### config.mk
export PLATFORM = sky130hd
export DESIGN_NAME = kernel_accumulator
export DESIGN_NICKNAME = d
export VERILOG_FILES = /design/src/rtl/kernel_accumulator.sv
export SDC_FILE = /design/constraint.sdc
export NUM_CORES = 1
export LEC_CHECK = 0
export ABC_AREA = 1
export CAP_MARGIN = 10
export CORE_ASPECT_RATIO = 0.6
export CORE_UTILIZATION = 43
export DETAILED_ROUTE_END_ITERATION = 7
export GPL_TIMING_DRIVEN = 0
export HOLD_SLACK_MARGIN = 0.12
export PLACE_DENSITY = 0.71
export SYNTH_ARGS = -nofsm -noshare
export SYNTH_HDL_FRONTEND = slang
export SYNTH_SLANG_ARGS = --single-unit
### constraint.sdc
create_clock -name clk -period 3.4 [get_ports clk]
set_input_delay 0.68 -clock clk [delete_from_list [all_inputs] [get_ports clk]]
set_output_delay 0.68 -clock clk [all_outputs]
set_load 0.01 [all_outputs]
### src/rtl/kernel_accumulator.sv
// ---------------------------------------------------------------------------
// kernel_accumulator
//
// Serial reduction stage of the convolver datapath. Accepts one packed bus of
// N = KERNEL_SIZE^2 products, captures it, then adds one element per clock
// (element 0 first) into a DATA_WIDTH accumulator. The final sum is offered
// on a valid/ready output handshake and held until it is taken.
//
// Ports
//   clk          : single clock, rising-edge active
//   rst_n        : asynchronous active-low reset
//   products_in  : N*DATA_WIDTH packed products, element i at [DW*(i+1)-1:DW*i]
//   in_valid     : products_in is valid
//   in_ready     : block is IDLE and can capture a new product set
//   sum_out      : reduced sum, modulo 2^DATA_WIDTH
//   out_valid    : sum_out is valid (state DONE)
//   out_ready    : downstream takes sum_out
//   busy         : state is not IDLE
// ---------------------------------------------------------------------------
module kernel_accumulator #(
    parameter int DATA_WIDTH  = 32,
    parameter int KERNEL_SIZE = 3
) (
    input  logic                                       clk,
    input  logic                                       rst_n,
    input  logic [KERNEL_SIZE*KERNEL_SIZE*DATA_WIDTH-1:0] products_in,
    input  logic                                       in_valid,
    output logic                                       in_ready,
    output logic [DATA_WIDTH-1:0]                      sum_out,
    output logic                                       out_valid,
    input  logic                                       out_ready,
    output logic                                       busy
);

    localparam int N     = KERNEL_SIZE * KERNEL_SIZE;
    localparam int BUS_W = N * DATA_WIDTH;
    // Wide enough to count 0..N without wrapping.
    localparam int IDX_W = $clog2(N + 1);
    localparam logic [IDX_W-1:0] LAST_IDX = IDX_W'(N - 1);
    localparam logic [IDX_W-1:0] IDX_ONE  = IDX_W'(1);

    typedef enum logic [1:0] {
        ST_IDLE  = 2'd0,
        ST_ACCUM = 2'd1,
        ST_DONE  = 2'd2
    } state_e;

    state_e                 state_q, state_d;
    logic [BUS_W-1:0]       elems_q, elems_d;
    logic [DATA_WIDTH-1:0]  acc_q,   acc_d;
    logic [IDX_W-1:0]       idx_q,   idx_d;
    logic [DATA_WIDTH-1:0]  sum_q,   sum_d;

    // Handshake and status flags decode only from the registered state.
    assign in_ready  = (state_q == ST_IDLE);
    assign out_valid = (state_q == ST_DONE);
    assign busy      = (state_q != ST_IDLE);
    assign sum_out   = sum_q;

    // Next-state and datapath: capture, serial add, hold result until taken.
    always_comb begin
        state_d = state_q;
        elems_d = elems_q;
        acc_d   = acc_q;
        idx_d   = idx_q;
        sum_d   = sum_q;
        case (state_q)
            ST_IDLE: begin
                if (in_valid) begin
                    elems_d = products_in;
                    acc_d   = '0;
                    idx_d   = '0;
                    state_d = ST_ACCUM;
                end else begin
                    state_d = ST_IDLE;
                end
            end
            ST_ACCUM: begin
                // The captured bus is shifted down one element per cycle, so
                // the lowest slice is always elem[idx]; this gives the
                // ascending summation order without a wide index mux.
                acc_d   = acc_q + elems_q[DATA_WIDTH-1:0];
                elems_d = elems_q >> DATA_WIDTH;
                idx_d   = idx_q + IDX_ONE;
                if (idx_q == LAST_IDX) begin
                    sum_d   = acc_d;
                    state_d = ST_DONE;
                end else begin
                    state_d = ST_ACCUM;
                end
            end
            ST_DONE: begin
                if (out_ready) begin
                    state_d = ST_IDLE;
                end else begin
                    state_d = ST_DONE;
                end
            end
            default: begin
                state_d = ST_IDLE;
            end
        endcase
    end

    // State and datapath registers; reset discards any in-flight transaction.
    always_ff @(posedge clk or negedge rst_n) begin
        if (!rst_n) begin
            state_q <= ST_IDLE;
            elems_q <= '0;
            acc_q   <= '0;
            idx_q   <= '0;
            sum_q   <= '0;
        end else begin
            state_q <= state_d;
            elems_q <= elems_d;
            acc_q   <= acc_d;
            idx_q   <= idx_d;
            sum_q   <= sum_d;
        end
    end

endmodule

==> flow_summary.json <==
{
  "synth.net_count": 2271,
  "syn2layout_area_growth_pct": 31.40,
  "leakage_nw": 10.82,
  "dp_cells": 2786,
  "rsz0062_at_grt": "no",
  "grt-ovfl-total": 0,
  "post-route-min-period_ps": 2980,
  "cts.clk_slew.worst_paths_ps": 70,
  "max_slew.worst_pin.slew_ps": 886.6,
  "rows": 55,
  "cts_root_buf": "clkbuf_16",
  "ys_seq_area_share_pct": 53.37,
  "num_vias": 15630,
  "grtUsageTotal_pct": 30.03,
  "n_fill_cell": 3324,
  "synthCells": 1945,
  "synth_area_per_cell_um2": 8.630,
  "end_kind": "primary output",
  "maxCapViolCount": 0,
  "path_class": "reg2out",
  "outcome": "finished, final reports clean",
  "grt_max_degree": 119,
  "cts_buffers": 37,
  "antenna_found_initial": 19,
  "stdcell_area_mm2": 0.02206,
  "dieArea_mm2": 0.03986,
  "met3_length_mm": 5.033,
  "drc": 0,
  "cp_slowest_stage_delay_ps": 630,
  "drive_gt1_share_pct": 6.450,
  "drt-initial-drc-count": 1492,
  "vdd_drop_max_mv": 0.4779,
  "clkSinkCount": 358,
  "cts_tree": "yes",
  "maxSlewViolCount": 0,
  "cp.required_ps": 2720,
  "path_max_fanout": 10,
  "drtAntennaViolNets": 0,
  "cp_num_buf_inv": 2,
  "wl_per_cell_um": 20.88,
  "startpoint_type": "flop",
  "core_area_mm2": 0.03806,
  "max_freq_mhz": 335.6,
  "grt_pass1_wl_mm": 90.09,
  "layout.cells.most_common": "inv_1",
  "final_cell_mix": "inv_1, dfrtp_1, nand2_1",
  "wl_met2_mm": 24.76,
  "synth_cell_type_count": 30,
  "fin_skew_ps": 34.04,
  "ys_ff_latch": 358,
  "nets": 2639,
  "start_util_pct": 44.11,
  "grt_pass1_vias": 15020,
  "postPlaceCellArea_mm2": 0.02077,
  "finalSetupViolCount": 0,
  "period_share_pct": 87.63,
  "dp_hpwl_mm": 47.01,
  "cpLargestDelayFamily": "buffers and inverters",
  "routed_wl_mm": 59.83,
  "ctsHtreeMaxLevel": 2,
  "cts_resized": 0,
  "clockBufferDepth": 3,
  "crit_slowest_cell": "clkdlybuf4s50_1",
  "viasPerCell": 5.455,
  "instances_no_fill": 2866,
  "wl_met1_mm": 28.63,
  "syn_area_mm2": 0.01679,
  "die-width_um": 257.1,
  "p_total_mw": 24.17,
  "relSlewSlack_pct": 40.89,
  "fin_ws_ps": 420.4,
  "p_per_area_mw_per_mm2": 1096,
  "hold_viol_final": 0,
  "hold_class": "reg2reg",
  "port_buffers": 325,
  "die_h_um": 155.0,
  "clock_latency_ps": 550,
  "yosysWarnings": 0,
  "post-place-ws_ps": 986.5,
  "io_pins": 327,
  "first_pass_iters": 6,
  "crit_chain": "nor2_4 > clkbuf_1 > clkdlybuf4s50_1",
  "cp.arrival_ps": 2300,
  "place_congestion": 0.9489,
  "top_layer_used": "met5"
}
power by group:
part / switching, mW / total [mW] / internal [mW]
Combinational: 7.81 / 12.3 / 4.47
Sequential: 1.23 / 7.62 / 6.39
Clock: 1.81 / 4.27 / 2.46
Total: 10.9 / 24.2 / 13.3
sequential cells by signal, summed over array words and instances (netlist names):
register / flops
sum_out: 32
idx_q: 4
acc_q: 32
elems_q: 288
state_q: 2
cells in the mapped netlist:
cell type    n  area share, %
o21bai_1     3           0.13
o21ai_0     27           0.81
o22ai_1    256            9.5
clkbuf_1    23           0.51
buf_6        1          0.067
nor3_1       3          0.089
buf_1        1          0.022
dfrtp_1    358             53
a22o_1       1          0.052
inv_2        2          0.045
nor2_1      40           0.89
mux2i_1      1          0.060
xnor2_1     11           0.57
nand4_1      4           0.15
buf_2       81            2.4
a21oi_1    276            8.2
fa_1         1           0.12
and2_1       1          0.037
nand2_1    337            7.5
nand2_2      2          0.075
nand3b_1     5           0.22
inv_1      374            8.4
nor2_4       1          0.067
buf_4        1          0.045
a21o_1       1          0.045
o31ai_1      1          0.045
a32o_1      32            1.9
xor2_1       4           0.21
ha_1        33            2.5
nand3_1     64            1.9
cell families (layout without fill, tap and decap cells):
logic type / after synthesis / in the layout / synth area share, %
buffers and inverters: 483 / 879 / 11.47
AO/OA/AOI/OAI: 597 / 597 / 20.76
flip-flops: 358 / 358 / 53.37
AND/OR/NAND/NOR: 457 / 457 / 10.98
XOR/XNOR: 15 / 15 / 0.7826
multiplexers: 1 / 1 / 0.05963
adder cells (fa/ha/maj): 34 / 34 / 2.579
other: 0 / 12 / 0
cell type report:
cell class	count	area [µm²]	area share (%)
antenna	12	30.03	0.1361
tap	513	641.9	2.910
clock buffer	53	1077	4.884
inverter	376	1411	6.399
timing repair buffer	329	3351	15.19
multi-input combinational	1104	5902	26.76
buffer	107	514.2	2.331
sequential	358	8959	40.61
clock inverter	14	171.4	0.7771
stage by stage:
step | TNS, ps | hold WS (ps) | util [%]
finish | 0 | 473.6 | 57.96
global route | 0 | 495.4 | 57.96
CTS | 0 | 480.5 | 57.88
detailed placement | 0 | 464.9 | 54.57
global placement | -4971740 | 461.9 | 54.34
floorplan | 0 | 384.4 | -
worst register-to-register path: stages (launching register included):
cell,delay (ps)
dfrtp_1,380
ha_1,250
fa_1,470
nand3_1,120
nand3_1,140
nand3_1,110
nand3_1,200
nand2_1,280
nand3_1,130
nand3_1,140
nand2_1,60
per-layer routing:
metal  GRT usage (%)  up-vias
met1           45.74     7687
met4           8.192       10
met3           6.566       93
met2           42.68      610
li1                -     7233
met5               0        -
repair_timing:
action / in CTS / in global routing
endpoints found under the setup margin: 0 / 0
buffers inserted: 0 / 0
hold buffers: 1 / 0
hold endpoints to repair: 35 / 0
path summary, 6_finish.rpt:
| kind | startpoint | to | slack (ps) | cells after the start |
|---|---|---|---|---|
| max | state_q[0] | in_ready | 420 | 3 |
| min | sum_out[19] | sum_out[19] | 470 | 2 |
| max reg2reg | elems_q[0] | sum_out[28] | 990 | 10 |
| min in group asynchronous | rst_n | elems_q[138] | 680 | 2 |
| min reg2reg | sum_out[19] | sum_out[19] | 470 | 2 |
| max in group asynchronous | rst_n | elems_q[282] | 1300 | 4 |
Note: power is estimated with default switching activity, not from simulation.
